### src/rtl/pc_hazard_ctrl_if.sv
// Signal bundle between the pipeline datapath and the PC/hazard controller.
// The controller takes the master modport; the datapath side takes the slave modport.
interface pc_hazard_ctrl_if;
    logic [31:0] pc;
    logic [4:0]  id_rs1;
    logic [4:0]  id_rs2;
    logic        id_rs1_used;
    logic        id_rs2_used;
    logic [4:0]  ex_rd;
    logic        ex_mem_read;
    logic        ex_redirect;
    logic [31:0] ex_target;
    logic        mem_busy;
    logic        halt_req;
    logic        resume_req;

    logic [31:0] npc;
    logic        data_hazard;
    logic        control_hazard;
    logic        if_id_hold;
    logic        id_ex_hold;
    logic        ex_mem_hold;
    logic        if_id_flush;
    logic        id_ex_flush;
    logic        mem_wb_flush;
    logic        halted;
    logic        misalign_err;
    logic [31:0] stall_cnt;
    logic [31:0] flush_cnt;

    modport master (
        input  pc, id_rs1, id_rs2, id_rs1_used, id_rs2_used, ex_rd, ex_mem_read,
               ex_redirect, ex_target, mem_busy, halt_req, resume_req,
        output npc, data_hazard, control_hazard, if_id_hold, id_ex_hold, ex_mem_hold,
               if_id_flush, id_ex_flush, mem_wb_flush, halted, misalign_err,
               stall_cnt, flush_cnt
    );

    modport slave (
        output pc, id_rs1, id_rs2, id_rs1_used, id_rs2_used, ex_rd, ex_mem_read,
               ex_redirect, ex_target, mem_busy, halt_req, resume_req,
        input  npc, data_hazard, control_hazard, if_id_hold, id_ex_hold, ex_mem_hold,
               if_id_flush, id_ex_flush, mem_wb_flush, halted, misalign_err,
               stall_cnt, flush_cnt
    );
endinterface

### src/rtl/pc_hazard_ctrl.sv
// Pipeline sequencing controller for the 5-stage RV32 core: next-PC selection,
// load-use stalls, EX redirects, data-memory freeze and debug halt with drain.
module pc_hazard_ctrl #(
    parameter int unsigned DRAIN_CYCLES = 3,
    parameter logic [31:0] RESET_PC     = 32'h0000_0000
) (
    input  logic               clk,
    input  logic               rst,
    pc_hazard_ctrl_if.master   bus
);

    localparam logic [1:0] RUN    = 2'd0;
    localparam logic [1:0] DRAIN  = 2'd1;
    localparam logic [1:0] HALTED = 2'd2;
    localparam logic [2:0] DRAIN_INIT = 3'(DRAIN_CYCLES);

    logic [1:0]  state;
    logic [2:0]  drain_cnt;
    logic [31:0] stall_cnt;
    logic [31:0] flush_cnt;
    logic        misalign_err;
    logic        load_use;

    logic [31:0] npc;
    logic        data_hazard, control_hazard;
    logic        if_id_hold, id_ex_hold, ex_mem_hold;
    logic        if_id_flush, id_ex_flush, mem_wb_flush;
    logic        halted;

    assign load_use = (state == RUN) && bus.ex_mem_read && (bus.ex_rd != 5'd0) &&
                      ((bus.id_rs1_used && (bus.id_rs1 == bus.ex_rd)) ||
                       (bus.id_rs2_used && (bus.id_rs2 == bus.ex_rd)));

    always_comb begin
        // NOTE: every output gets a default first so no path leaves one unassigned (no latches).
        npc            = bus.pc + 32'd4;
        data_hazard    = 1'b0;
        control_hazard = 1'b0;
        if_id_hold     = 1'b0;
        id_ex_hold     = 1'b0;
        ex_mem_hold    = 1'b0;
        if_id_flush    = 1'b0;
        id_ex_flush    = 1'b0;
        mem_wb_flush   = 1'b0;
        halted         = 1'b0;
        if (rst) begin
            npc = RESET_PC;
        end else begin
            halted = (state == HALTED);
            if (bus.mem_busy) begin
                // Whole pipe frozen; a pending redirect is re-presented once memory is ready.
                data_hazard  = 1'b1;
                if_id_hold   = 1'b1;
                id_ex_hold   = 1'b1;
                ex_mem_hold  = 1'b1;
                mem_wb_flush = 1'b1;
            end else if (bus.ex_redirect) begin
                control_hazard = 1'b1;
                if_id_flush    = 1'b1;
                id_ex_flush    = 1'b1;
                npc            = bus.ex_target & 32'hFFFF_FFFE;
            end else if (state != RUN) begin
                data_hazard = 1'b1;
                if_id_flush = 1'b1;
            end else if (load_use) begin
                data_hazard = 1'b1;
                if_id_hold  = 1'b1;
                id_ex_flush = 1'b1;
            end
        end
    end

    always_ff @(posedge clk) begin
        // NOTE: sequential state uses non-blocking assignments so every flop samples pre-edge values.
        if (rst) begin
            state        <= RUN;
            drain_cnt    <= 3'd0;
            stall_cnt    <= 32'd0;
            flush_cnt    <= 32'd0;
            misalign_err <= 1'b0;
        end else begin
            if (data_hazard)    stall_cnt <= stall_cnt + 32'd1;
            if (control_hazard) flush_cnt <= flush_cnt + 32'd1;
            if (control_hazard && bus.ex_target[1]) misalign_err <= 1'b1;
            if (!bus.mem_busy) begin
                case (state)
                    RUN: if (bus.halt_req) begin
                        state     <= DRAIN;
                        drain_cnt <= DRAIN_INIT;
                    end
                    DRAIN: begin
                        if (drain_cnt <= 3'd1) state <= HALTED;
                        else                   drain_cnt <= drain_cnt - 3'd1;
                    end
                    HALTED: if (bus.resume_req) state <= RUN;
                    default: state <= RUN;
                endcase
            end
        end
    end

    assign bus.npc            = npc;
    assign bus.data_hazard    = data_hazard;
    assign bus.control_hazard = control_hazard;
    assign bus.if_id_hold     = if_id_hold;
    assign bus.id_ex_hold     = id_ex_hold;
    assign bus.ex_mem_hold    = ex_mem_hold;
    assign bus.if_id_flush    = if_id_flush;
    assign bus.id_ex_flush    = id_ex_flush;
    assign bus.mem_wb_flush   = mem_wb_flush;
    assign bus.halted         = halted;
    assign bus.misalign_err   = misalign_err;
    assign bus.stall_cnt      = stall_cnt;
    assign bus.flush_cnt      = flush_cnt;

endmodule

### src/flat_wrapper.sv
// flat-port wrapper written by rule: the top's interface ports become plain ports
module pc_hazard_ctrl_flat 
#(
    parameter int unsigned DRAIN_CYCLES = 3,
    parameter logic [31:0] RESET_PC     = 32'h0000_0000
)
  (clk, rst, bus_pc, bus_id_rs1, bus_id_rs2, bus_id_rs1_used, bus_id_rs2_used, bus_ex_rd, bus_ex_mem_read, bus_ex_redirect, bus_ex_target, bus_mem_busy, bus_halt_req, bus_resume_req, bus_npc, bus_data_hazard, bus_control_hazard, bus_if_id_hold, bus_id_ex_hold, bus_ex_mem_hold, bus_if_id_flush, bus_id_ex_flush, bus_mem_wb_flush, bus_halted, bus_misalign_err, bus_stall_cnt, bus_flush_cnt);
  pc_hazard_ctrl_if bus_i ();
  input  logic clk;
  input  logic rst;
  input wire logic [$bits(bus_i.pc)-1:0] bus_pc;
  input wire logic [$bits(bus_i.id_rs1)-1:0] bus_id_rs1;
  input wire logic [$bits(bus_i.id_rs2)-1:0] bus_id_rs2;
  input wire logic [$bits(bus_i.id_rs1_used)-1:0] bus_id_rs1_used;
  input wire logic [$bits(bus_i.id_rs2_used)-1:0] bus_id_rs2_used;
  input wire logic [$bits(bus_i.ex_rd)-1:0] bus_ex_rd;
  input wire logic [$bits(bus_i.ex_mem_read)-1:0] bus_ex_mem_read;
  input wire logic [$bits(bus_i.ex_redirect)-1:0] bus_ex_redirect;
  input wire logic [$bits(bus_i.ex_target)-1:0] bus_ex_target;
  input wire logic [$bits(bus_i.mem_busy)-1:0] bus_mem_busy;
  input wire logic [$bits(bus_i.halt_req)-1:0] bus_halt_req;
  input wire logic [$bits(bus_i.resume_req)-1:0] bus_resume_req;
  output wire logic [$bits(bus_i.npc)-1:0] bus_npc;
  output wire logic [$bits(bus_i.data_hazard)-1:0] bus_data_hazard;
  output wire logic [$bits(bus_i.control_hazard)-1:0] bus_control_hazard;
  output wire logic [$bits(bus_i.if_id_hold)-1:0] bus_if_id_hold;
  output wire logic [$bits(bus_i.id_ex_hold)-1:0] bus_id_ex_hold;
  output wire logic [$bits(bus_i.ex_mem_hold)-1:0] bus_ex_mem_hold;
  output wire logic [$bits(bus_i.if_id_flush)-1:0] bus_if_id_flush;
  output wire logic [$bits(bus_i.id_ex_flush)-1:0] bus_id_ex_flush;
  output wire logic [$bits(bus_i.mem_wb_flush)-1:0] bus_mem_wb_flush;
  output wire logic [$bits(bus_i.halted)-1:0] bus_halted;
  output wire logic [$bits(bus_i.misalign_err)-1:0] bus_misalign_err;
  output wire logic [$bits(bus_i.stall_cnt)-1:0] bus_stall_cnt;
  output wire logic [$bits(bus_i.flush_cnt)-1:0] bus_flush_cnt;
  assign bus_i.pc = bus_pc;
  assign bus_i.id_rs1 = bus_id_rs1;
  assign bus_i.id_rs2 = bus_id_rs2;
  assign bus_i.id_rs1_used = bus_id_rs1_used;
  assign bus_i.id_rs2_used = bus_id_rs2_used;
  assign bus_i.ex_rd = bus_ex_rd;
  assign bus_i.ex_mem_read = bus_ex_mem_read;
  assign bus_i.ex_redirect = bus_ex_redirect;
  assign bus_i.ex_target = bus_ex_target;
  assign bus_i.mem_busy = bus_mem_busy;
  assign bus_i.halt_req = bus_halt_req;
  assign bus_i.resume_req = bus_resume_req;
  assign bus_npc = bus_i.npc;
  assign bus_data_hazard = bus_i.data_hazard;
  assign bus_control_hazard = bus_i.control_hazard;
  assign bus_if_id_hold = bus_i.if_id_hold;
  assign bus_id_ex_hold = bus_i.id_ex_hold;
  assign bus_ex_mem_hold = bus_i.ex_mem_hold;
  assign bus_if_id_flush = bus_i.if_id_flush;
  assign bus_id_ex_flush = bus_i.id_ex_flush;
  assign bus_mem_wb_flush = bus_i.mem_wb_flush;
  assign bus_halted = bus_i.halted;
  assign bus_misalign_err = bus_i.misalign_err;
  assign bus_stall_cnt = bus_i.stall_cnt;
  assign bus_flush_cnt = bus_i.flush_cnt;
  pc_hazard_ctrl #(.DRAIN_CYCLES(DRAIN_CYCLES), .RESET_PC(RESET_PC)) u_core (.clk(clk), .rst(rst), .bus(bus_i));
endmodule
### config.mk
export PLATFORM = sky130hd
export DESIGN_NAME = pc_hazard_ctrl_flat
export DESIGN_NICKNAME = d
export VERILOG_FILES = /design/src/rtl/pc_hazard_ctrl_if.sv /design/src/rtl/pc_hazard_ctrl.sv /design/src/flat_wrapper.sv
export SDC_FILE = /design/constraint.sdc
export NUM_CORES = 1
export LEC_CHECK = 0
export CORE_MARGIN = 2
export CORE_UTILIZATION = 46
export CTS_CLUSTER_DIAMETER = 50
export DETAILED_ROUTE_END_ITERATION = 6
export PLACE_DENSITY = 0.87
export SYNTH_ARGS = -nofsm -noshare
export SYNTH_HDL_FRONTEND = slang
export SYNTH_SLANG_ARGS = --single-unit
### constraint.sdc
create_clock -name clk -period 4.8 [get_ports clk]
set_input_delay 0.72 -clock clk [delete_from_list [all_inputs] [get_ports clk]]
set_output_delay 0.72 -clock clk [all_outputs]
set_load 0.05 [all_outputs]
==> results.sh <==
export IMPL_status="finished clean"
export IMPL_cts_resized=0
export IMPL_syn2layout_area_growth_pct=48.0
export IMPL_grt_overflow=0
export IMPL_synth_top_area_share_pct=31.7
export IMPL_core_region_area_um2=9280
export IMPL_drive_gt1_share_pct=8.02
export IMPL_start_util_pct=47.6
export IMPL_synth_cell_area_um2=4420
export IMPL_dr_pass1_iters=4
export IMPL_seqPwrFrac_pct=42.2
export IMPL_post_cts_buffers=0
export IMPL_numPortBuffers=192
export IMPL_grt_start_max_net_pins=71
export IMPL_wirelength_um=13100
export IMPL_antenna_found_initial=0
export IMPL_final_util_pct=70.4
export IMPL_dp_cells=874
export IMPL_min_period_over_period_pct=90.5
export IMPL_dpl_hpwl_um=10000
export IMPL_start_kind="primary input"
export IMPL_clock_latency_ps=340
export IMPL_fin_setup_tns_ps=0
export IMPL_root_buffer="clkbuf_8"
export IMPL_holdWs_ps=478
export IMPL_p_int_uw=971
export IMPL_row_count=35
export IMPL_powerDensity_nw_per_um2=216
export IMPL_hold_depth=2
export IMPL_cts_tree="done"
export IMPL_netlist_instances=577
export IMPL_avgRoutedWirePerCell_um=14.7
export IMPL_htree_num_levels=3
export IMPL_rrSetupSlack_ps=2320
export IMPL_combPwrFrac_pct=24.0
export IMPL_max_slew_margin_pct=43.6
export IMPL_dieWidth_um=102
export IMPL_synth_edf_count=0
export IMPL_clkTransAtPathRegs_ps=80
export IMPL_layout_cells_non_filler=890
export IMPL_arrival_ps=3630
export IMPL_cts_buffer_depth=2
export IMPL_worst_path_max_fanout=5
export IMPL_place_congestion=0.868
export IMPL_nFillCells=750
export IMPL_detailroute_via_count=4935
export IMPL_irDropWorstVdd_uv=122
export IMPL_die_area_um2=10400
export IMPL_critPathKind="in2out"
export IMPL_num_antenna_cells=0
export IMPL_swShare_pct=31.3
export IMPL_io_pins=194
export IMPL_grt_pass1_vias=4688
export IMPL_cts_buffers=9
export IMPL_route_detailed_drc=0
export IMPL_worstMarginPinSlew_ps=846
export IMPL_synth_fp_nets=670
export IMPL_grtUsageTotal_pct=24.8
export IMPL_hp_class="reg2reg"
export IMPL_clock_skew_ps=11.2
export IMPL_crit_required_ps=4080
export IMPL_setup_viol=0
export IMPL_p_sw_uw=442
export IMPL_max_freq_mhz=230
export IMPL_rsz0062_at_grt="no"
export IMPL_ctsHoldBuffers=0
export IMPL_clock_sinks=70
export IMPL_avgSynthCellArea_um2=7.66
export IMPL_drt_vias_per_instance=5.54
export IMPL_grt_first_pass_wirelength_um=21000
export IMPL_synth_cell_types=50
export IMPL_seqCellArea_um2=1400
export IMPL_maxCapViolations=0
export IMPL_ys_seq_area_share_pct=31.7
export IMPL_final_net_count=849
export IMPL_p_clk_share_pct=33.8
export IMPL_leakage_nw=2.11
export IMPL_antenna_left=0
export IMPL_worstRegToRegCells=5
export IMPL_synth_ff_type="dfxtp_1"
export IMPL_maxSlewViolCount=0
export IMPL_ys_ff_latch=70
export IMPL_hold_viol=0
export IMPL_yosysWarnings=0
export IMPL_ys_top_cells_by_area="dfxtp_1, xnor2_1, nor2_1, nand2_1, a21oi_1"
export IMPL_end_kind="output port"
export IMPL_yosys_area_top_type="dfxtp_1"
export IMPL_multiInputGateArea_um2=2820
export IMPL_async_flop_share_pct=0
export IMPL_period_needed_ps=4350
export IMPL_drt_initial_drc_count=160
export IMPL_die_height_um=102
==> worst max-delay path: stages <==
cell and delay [ps]:
clkdlybuf4s50_1 560, and3_1 220, nand3_1 220, nor3_1 480, nand2_1 160, xor2_1 170, a211oi_1 250, clkdlybuf4s50_1 860
==> final cells by class <==
cell class	count	share of cell area [%]
Multi-Input combinational cell	463	43.2
Sequential cell	70	21.4
Inverter	14	0.804
Timing Repair Buffer	198	29.1
Clock buffer	10	1.95
Tap cell	129	2.47
Clock inverter	6	1.05
==> cell usage after synthesis (2+ instances only) <==
cell	number
a211oi_1	10
a21oi_1	41
a22o_1	2
a311oi_1	3
and2_1	4
and3_1	9
and4_1	7
buf_1	5
buf_2	3
buf_4	5
clkbuf_1	16
dfxtp_1	70
ha_1	5
inv_1	14
nand2_1	58
nand2b_1	2
nand3_1	32
nand3b_1	2
nand4_1	20
nor2_1	61
nor2b_1	3
nor3_1	9
nor3b_1	2
nor4_1	2
nor4_2	6
o21ai_0	37
o21ai_1	12
o31ai_1	15
or2_2	2
or3_1	29
or4_1	16
xnor2_1	36
xor2_1	22
==> cell usage in the layout, fill, tap and decap left out, drive strengths merged, types with 4 or more instances in the layout <==
master / count
nor3: 10
nor2: 61
o21ai: 49
and3: 9
xnor2: 36
buf: 30
or4: 16
xor2: 22
clkbuf: 10
nand4: 21
o31ai: 15
nand2: 58
nor4: 9
inv: 16
a21oi: 41
clkdlybuf4s50: 168
a211oi: 11
dfxtp: 70
and2: 4
or3: 30
and4: 7
nand3: 32
ha: 5
==> cells by family after synthesis <==
kind of cell	synth area share (%)
multiplexers	0.481
flip-flops	31.7
AND/OR/NAND/NOR	33.4
adder cells (fa/ha/maj)	1.42
XOR/XNOR	11.5
AO/OA/AOI/OAI	17.1
buffers and inverters	4.42
==> per-stage QoR <==
step | setup WS [ps] | area, um^2 | total power, mW
6_report | 454 | 6540 | 1.41
2_1_floorplan | 915 | 4420 | 0.799
5_1_grt | 421 | 6540 | 1.47
3_3_place_gp | 659 | 6340 | 0.941
3_5_place_dp | 562 | 6340 | 0.948
4_1_cts | 554 | 6540 | 1.42
==> power by group through the flow <==
| stage | clock network [mW] | registers (mW) | logic (mW) |
|---|---|---|---|
| CTS | 0.487 | 0.596 | 0.340 |
| global route | 0.511 | 0.598 | 0.360 |
| global placement | 0 | 0.609 | 0.332 |
| floorplan | 0 | 0.621 | 0.178 |
| finish | 0.477 | 0.597 | 0.340 |
| detailed placement | 0 | 0.610 | 0.339 |
==> layer usage <==
layer / track usage [%] / part of all wire (%) / up-vias
li1: - / - / 2450
met1: 27.8 / 39 / 2253
met2: 44.7 / 51 / 203
met3: 5.68 / 7.0 / 29
met4: 11.0 / 3.0 / 0
met5: 0 / 0 / -
==> registers in the layout, summed over array words and instances, names as in the netlist <==
signal                   count
u_core.bus.misalign_err      1
u_core.drain_cnt             3
u_core.bus.flush_cnt        32
u_core.bus.stall_cnt        32
u_core.state                 2
==> worst paths after layout <==
kind | to | startpoint
max reg2reg | u_core.bus.stall_cnt[28]$_SDFFE_PP0P_ | u_core.bus.stall_cnt[3]$_SDFFE_PP0P_
min | u_core.bus.stall_cnt[31]$_SDFFE_PP0P_ | u_core.bus.stall_cnt[31]$_SDFFE_PP0P_
min reg2reg | u_core.bus.stall_cnt[31]$_SDFFE_PP0P_ | u_core.bus.stall_cnt[31]$_SDFFE_PP0P_
max | bus_npc[17] | bus_pc[4]
No activity file was read; power rests on OpenSTA's default activity.
